--- src/rtl/imem_pkg.sv ---
// Shared definitions for the instruction-memory boot loader.
package imem_pkg;

  localparam int IMEM_DEPTH = 4096;
  localparam int IMEM_AW    = 12;

  // Framing around the payload: two length bytes in front, one checksum byte behind.
  localparam int HDR_BYTES  = 2;
  localparam int CSUM_BYTES = 1;

  typedef enum logic [2:0] {
    IDLE,
    LEN_LO,
    LEN_HI,
    DATA,
    CHECK,
    DONE,
    ERROR
  } loader_state_e;

  // Total number of stream bytes a session of n words occupies.
  function automatic int stream_bytes(input int n);
    return HDR_BYTES + 4 * n + CSUM_BYTES;
  endfunction

endpackage

--- src/rtl/byte_packer.sv ---
// Little-endian 4-byte to 32-bit word assembler with a one-cycle word_valid pulse.
module byte_packer (
  input  logic        i_clk,
  input  logic        i_reset,
  input  logic        i_clear,
  input  logic        i_accept,
  input  logic [7:0]  i_byte,
  output logic [1:0]  o_byte_idx,
  output logic        o_word_valid,
  output logic [31:0] o_word
);

  logic [3:0][7:0] lanes;
  logic [1:0]      byte_idx;
  logic            word_valid;

  // Drop each accepted byte into its lane and pulse word_valid the cycle after the 4th.
  always_ff @(posedge i_clk) begin
    if (i_reset || i_clear) begin
      lanes      <= '0;
      byte_idx   <= 2'd0;
      word_valid <= 1'b0;
    end else begin
      word_valid <= i_accept && (byte_idx == 2'd3);
      if (i_accept) begin
        lanes[byte_idx] <= i_byte;
        byte_idx        <= byte_idx + 2'd1;
      end
    end
  end

  assign o_byte_idx   = byte_idx;
  assign o_word_valid = word_valid;
  assign o_word       = lanes;

endmodule

--- src/rtl/imem_loader.sv ---
// Boot-time loader: byte stream in, sequential 32-bit imem writes out, trailing checksum check.
module imem_loader
  import imem_pkg::*;
#(
  parameter int DEPTH = IMEM_DEPTH,
  parameter int AW    = IMEM_AW
) (
  input  logic          i_clk,
  input  logic          i_reset,
  input  logic          i_start,
  input  logic          i_valid,
  input  logic [7:0]    i_byte,
  output logic          o_ready,
  output logic          o_wr_en,
  output logic [AW-1:0] o_wr_addr,
  output logic [31:0]   o_wr_data,
  output logic          o_busy,
  output logic          o_done,
  output logic          o_error,
  output logic [15:0]   o_words
);

  localparam logic [16:0] DEPTH_W = 17'(DEPTH);

  loader_state_e state;
  loader_state_e state_nxt;

  logic [15:0]   len;
  logic [15:0]   len_full;
  logic [15:0]   words;
  logic [AW-1:0] addr;
  logic [7:0]    checksum;
  logic          accept;
  logic          start_ok;
  logic [1:0]    byte_idx;
  logic          word_valid;
  logic [31:0]   word;

  assign accept   = i_valid && o_ready;
  assign start_ok = i_start && ((state == IDLE) || (state == DONE) || (state == ERROR));
  assign len_full = {i_byte, len[7:0]};

  byte_packer u_packer (
    .i_clk        (i_clk),
    .i_reset      (i_reset),
    .i_clear      (start_ok),
    .i_accept     (accept && (state == DATA)),
    .i_byte       (i_byte),
    .o_byte_idx   (byte_idx),
    .o_word_valid (word_valid),
    .o_word       (word)
  );

  // State register.
  always_ff @(posedge i_clk) begin
    if (i_reset) state <= IDLE;
    else         state <= state_nxt;
  end

  // Next-state logic; the last data byte moves straight to CHECK so its write overlaps the checksum phase.
  always_comb begin
    state_nxt = state;
    case (state)
      IDLE, DONE, ERROR: if (i_start) state_nxt = LEN_LO;
      LEN_LO:            if (accept) state_nxt = LEN_HI;
      LEN_HI: begin
        if (accept) begin
          if ({1'b0, len_full} > DEPTH_W) state_nxt = ERROR;
          else if (len_full == 16'd0)     state_nxt = CHECK;
          else                            state_nxt = DATA;
        end
      end
      DATA: begin
        if (accept && (byte_idx == 2'd3) && (words == len - 16'd1)) state_nxt = CHECK;
      end
      CHECK: begin
        if (accept) state_nxt = (i_byte == checksum) ? DONE : ERROR;
      end
      default: state_nxt = IDLE;
    endcase
  end

  // Status outputs decoded from the current state.
  always_comb begin
    o_ready = 1'b0;
    o_busy  = 1'b0;
    o_done  = 1'b0;
    o_error = 1'b0;
    case (state)
      LEN_LO, LEN_HI, DATA, CHECK: begin
        o_ready = 1'b1;
        o_busy  = 1'b1;
      end
      DONE:    o_done  = 1'b1;
      ERROR:   o_error = 1'b1;
      default: ;
    endcase
  end

  // Length capture, running checksum, and write address / word count advancing on each write.
  always_ff @(posedge i_clk) begin
    if (i_reset) begin
      len      <= '0;
      words    <= '0;
      addr     <= '0;
      checksum <= '0;
    end else begin
      if (start_ok) begin
        len      <= '0;
        words    <= '0;
        addr     <= '0;
        checksum <= '0;
      end
      if (accept && (state == LEN_LO)) len[7:0]  <= i_byte;
      if (accept && (state == LEN_HI)) len[15:8] <= i_byte;
      if (accept && (state == DATA))   checksum  <= checksum + i_byte;
      if (word_valid) begin
        addr  <= addr + 1'b1;
        words <= words + 16'd1;
      end
    end
  end

  assign o_wr_en   = word_valid;
  assign o_wr_addr = addr;
  assign o_wr_data = word;
  assign o_words   = words;

endmodule

--- config.mk ---
export PLATFORM = sky130hd
export DESIGN_NAME = imem_loader
export DESIGN_NICKNAME = d
export VERILOG_FILES = /design/src/rtl/imem_pkg.sv /design/src/rtl/byte_packer.sv /design/src/rtl/imem_loader.sv
export SDC_FILE = /design/constraint.sdc
export NUM_CORES = 1
export LEC_CHECK = 0
export CORE_MARGIN = 4
export CORE_UTILIZATION = 59
export DETAILED_ROUTE_END_ITERATION = 7
export HOLD_SLACK_MARGIN = 0.1
export PLACE_DENSITY_LB_ADDON = 0.08
export SYNTH_ARGS = -nofsm -noshare
export SYNTH_HDL_FRONTEND = slang
export SYNTH_HIERARCHICAL = 1
export SYNTH_SLANG_ARGS = --single-unit
--- constraint.sdc ---
create_clock -name i_clk -period 6.8 [get_ports i_clk]
set_clock_uncertainty 0.2 [all_clocks]
set_input_delay 0.68 -clock i_clk [delete_from_list [all_inputs] [get_ports i_clk]]
set_output_delay 0.68 -clock i_clk [all_outputs]
set_load 0.05 [all_outputs]
==> flow_summary_export.csv <==
group,metric,value,unit
synthesis,ys_seq_elements,90,
synthesis,synthDistinctLibCells,58,
setup_path,timing.rr.start,"state[2]",
setup_path,start_kind,"input port",
detailed_routing,vias,4564,
placement,dp_hpwl,8.860,mm
clock_network,cts.sinks,90,
synthesis,synthArstFlopShare,0,%
setup_path,cp_slowest_stage_delay,0.97,ns
setup_path,required,6.90,ns
synthesis,synth_edf_count,0,
setup_path,critical_path.top_delay_family,"buffers and inverters",
detailed_routing,remaining_drc_errors,0,
setup_path,crit_type,"in2reg",
clock_network,clock_latency,0.36,ns
timing,setup_viol,0,
run,cap_violations,0,
detailed_routing,routed_wl,12.81,mm
grt,antenna_found_initial,0,
timing,tns,0,ns
hold_path,min_path_type,"reg2reg",
grt,grt_max_degree,75,
timing,maxSlewHeadroom,24.29,%
power,leakagePower,2.031,nW
synthesis,synth_nets,625,
placement,place_congestion,0.8735,
hold_path,min_from,"checksum[3]",
clock_network,cts_tree,"yes",
timing,hold_slack,0.2779,ns
synthesis,synth_area_per_cell,8.543,um^2
power,seqPwrFrac,42.0,%
power,pwr-share-clk,26.0,%
floorplan,start_util,61.45,%
floorplan,die_h,101.0,um
detailed_routing,ant_nets,0,
setup_path,cp-startpoint,"i_valid",
synthesis,synth.cells.most_frequent,"dfxtp_1, nand3_1, a21oi_1",
timing,max_freq,285.0,MHz
power,p_comb_share,32.0,%
setup_path,critPathBufInv,2,
synthesis,synth_top_cell_by_area,"dfxtp_1",
hold_path,holdPathStages,2,
final_layout,seqCellArea,1802,um^2
setup_path,critical_path.cell_chain,"clkdlybuf4s50_1 > nor2b_1 > nand3_1 > inv_2 > and2_1 > mux2i_1 > mux2_2 > nor2_1",
timing,final-hold-violation-count,0,
synthesis,ys_seq_area_share,35.33,%
setup_path,cpMaxStageDelayCell,"inv_2",
final_layout,fin_nets,671,
timing,tightestPinTransition,1.134,ns
power,ir_drop,150.6,uV
synthesis,synthFlopType,"dfxtp_1",
final_layout,syn_to_final_growth,16.00,%
floorplan,die_w,101.0,um
placement,port_buffers,76,
clock_network,cts_resized,0,
setup_path,critical_path.endpoint_type,"register",
floorplan,rows,33,
power,power_switching,0.0005222,W
power,internal_power,0.0008700,W
grt,grt-ovfl-total,0,
floorplan,core_area,8299,um^2
power,p_per_area,235.4,nW/um^2
synthesis,yosysMostFrequentCell,"dfxtp_1",
synthesis,syn_inst,597,
clock_network,cts_setup_buffers,0,
setup_path,cp.depth,8,
floorplan,ioPinCount,77,
floorplan,die_area,10190,um^2
clock_network,cts_max_path_buffers,2,
clock_network,cts_root_buffer,"clkbuf_8",
synthesis,yosys_warnings,6,
power,p_sw_share,37.51,%
synthesis,syn_area,5100,um^2
detailed_routing,drt_pass1_iterations,4,
timing,rsz0062_at_grt,"false",
setup_path,r2r_cells,7,
setup_path,cp.arrival,3.60,ns
final_layout,drive_gt1_share,13.29,%
timing,period_share,51.60,%
grt,grt_pass1_wl,21.09,mm
final_layout,fillers,706,
detailed_routing,routedWlPerCell,17.04,um
clock_network,cts_hold_buf,0,
timing,slew_viol_final,0,
outcome,status,"completed",
synthesis,synth_area_leaders,"dfxtp_1, nand3_1, a21oi_1",
detailed_routing,viasPerCell,6.069,
clock_network,cts_buffers,9,
detailed_routing,drt_iter0_drc,261,
setup_path,crit_fanout,74,
final_layout,multiInputGateArea,2972,um^2
synthesis,yosysTopAreaCellShare,35.33,%
grt,grt_pass1_vias,4225,
grt,grt_use_total,25.59,%
timing,finalCriticalPeriod,3.509,ns
clock_network,clock_tree.htree_level_count,3,
clock_network,cts.reportedPaths.clkPinSlew,0.09,ns
final_layout,num_antenna_cells,0,
==> power by group through the flow <==
| stage | sequential (W) | clock (W) | combinational (W) |
|---|---|---|---|
| 4_1_cts | 0.000584 | 0.000371 | 0.000444 |
| 2_1_floorplan | 0.000578 | 0 | 0.000368 |
| 5_1_grt | 0.000590 | 0.000393 | 0.000483 |
| 6_report | 0.000585 | 0.000363 | 0.000445 |
| 3_5_place_dp | 0.000596 | 0 | 0.000441 |
| 3_3_place_gp | 0.000595 | 0 | 0.000429 |
==> path summary, 6_finish.rpt <==
kind,end,slack (ns)
worst max-delay path,checksum[7],3.29
worst min-delay path,checksum[3],0.28
worst max register to register,checksum[7],3.75
worst min register to register,checksum[3],0.28
==> per-stage QoR <==
stage               cells  utilization [%]  worst slack [ns]  total power [W]  instance area [um^2]
finish                752            71.28             3.291         0.001392                  5916
global route          752            71.28             3.070         0.001465                  5916
CTS                   752            71.28             3.348         0.001399                  5916
detailed placement    737            68.97             2.977         0.001037                  5724
global placement      737            68.97             3.066         0.001024                  5724
floorplan             597                -             3.988        0.0009456                  5100
==> area by class of cell <==
class | count | share of cell area (%)
multi-input cells | 452 | 50.23
flip-flops and latches | 90 | 30.46
repair buffers | 79 | 13.16
well taps | 105 | 2.221
clock buffers | 9 | 2.094
clock inverters | 6 | 1.142
inverters | 11 | 0.6980
==> sequential cells by signal, indices dropped and copies added (netlist names) <==
register,count
len,16
checksum,8
o_wr_addr,12
state,3
u_packer/o_word_valid,1
u_packer/o_byte_idx,2
u_packer/o_word,32
o_words,16
==> worst register-to-register path, cell delays in order (launching register included) <==
cell and delay [ns]:
dfxtp_1 0.41, nor2b_1 0.31, nand3_1 0.40, inv_2 0.97, and2_1 0.27, mux2i_1 0.08
mux2_2 0.28, nor2_1 0.07
==> cells by family (layout without fill, tap and decap cells) <==
| family | count (synthesis) | count (layout) | synth area share (%) |
|---|---|---|---|
| adders and majority gates | 17 | 17 | 4.269 |
| DFF | 90 | 90 | 35.33 |
| and+or+nand+nor | 223 | 223 | 22.28 |
| buffers and inverters | 55 | 105 | 6.477 |
| muxes | 12 | 12 | 2.404 |
| xor gates and xnor gates | 34 | 34 | 5.839 |
| AOI/OAI and AO/OA | 166 | 166 | 23.41 |
==> per-layer routing <==
metal	share of wire [%]	global-route usage, %	vias up
li1	-	-	2229
met1	47	36.68	2201
met2	47	40.30	123
met3	5.0	4.291	11
met4	0.94	6.033	0
met5	0	0	-
==> placed cells by master, fill, tap and decap left out, drive strengths merged, types with 6 or more instances in the layout <==
master,count
clkbuf,9
mux2i,10
clkdlybuf4s50,75
and3,11
or2,6
ha,15
dfxtp,90
a21oi,79
nor2,35
inv,12
nand2,38
a21bo,32
nor3,18
xor2,12
xnor2,22
nand3b,7
or3,6
nand3,76
a31oi,9
o21ai,18
Note: power is estimated with default switching activity, not from simulation.
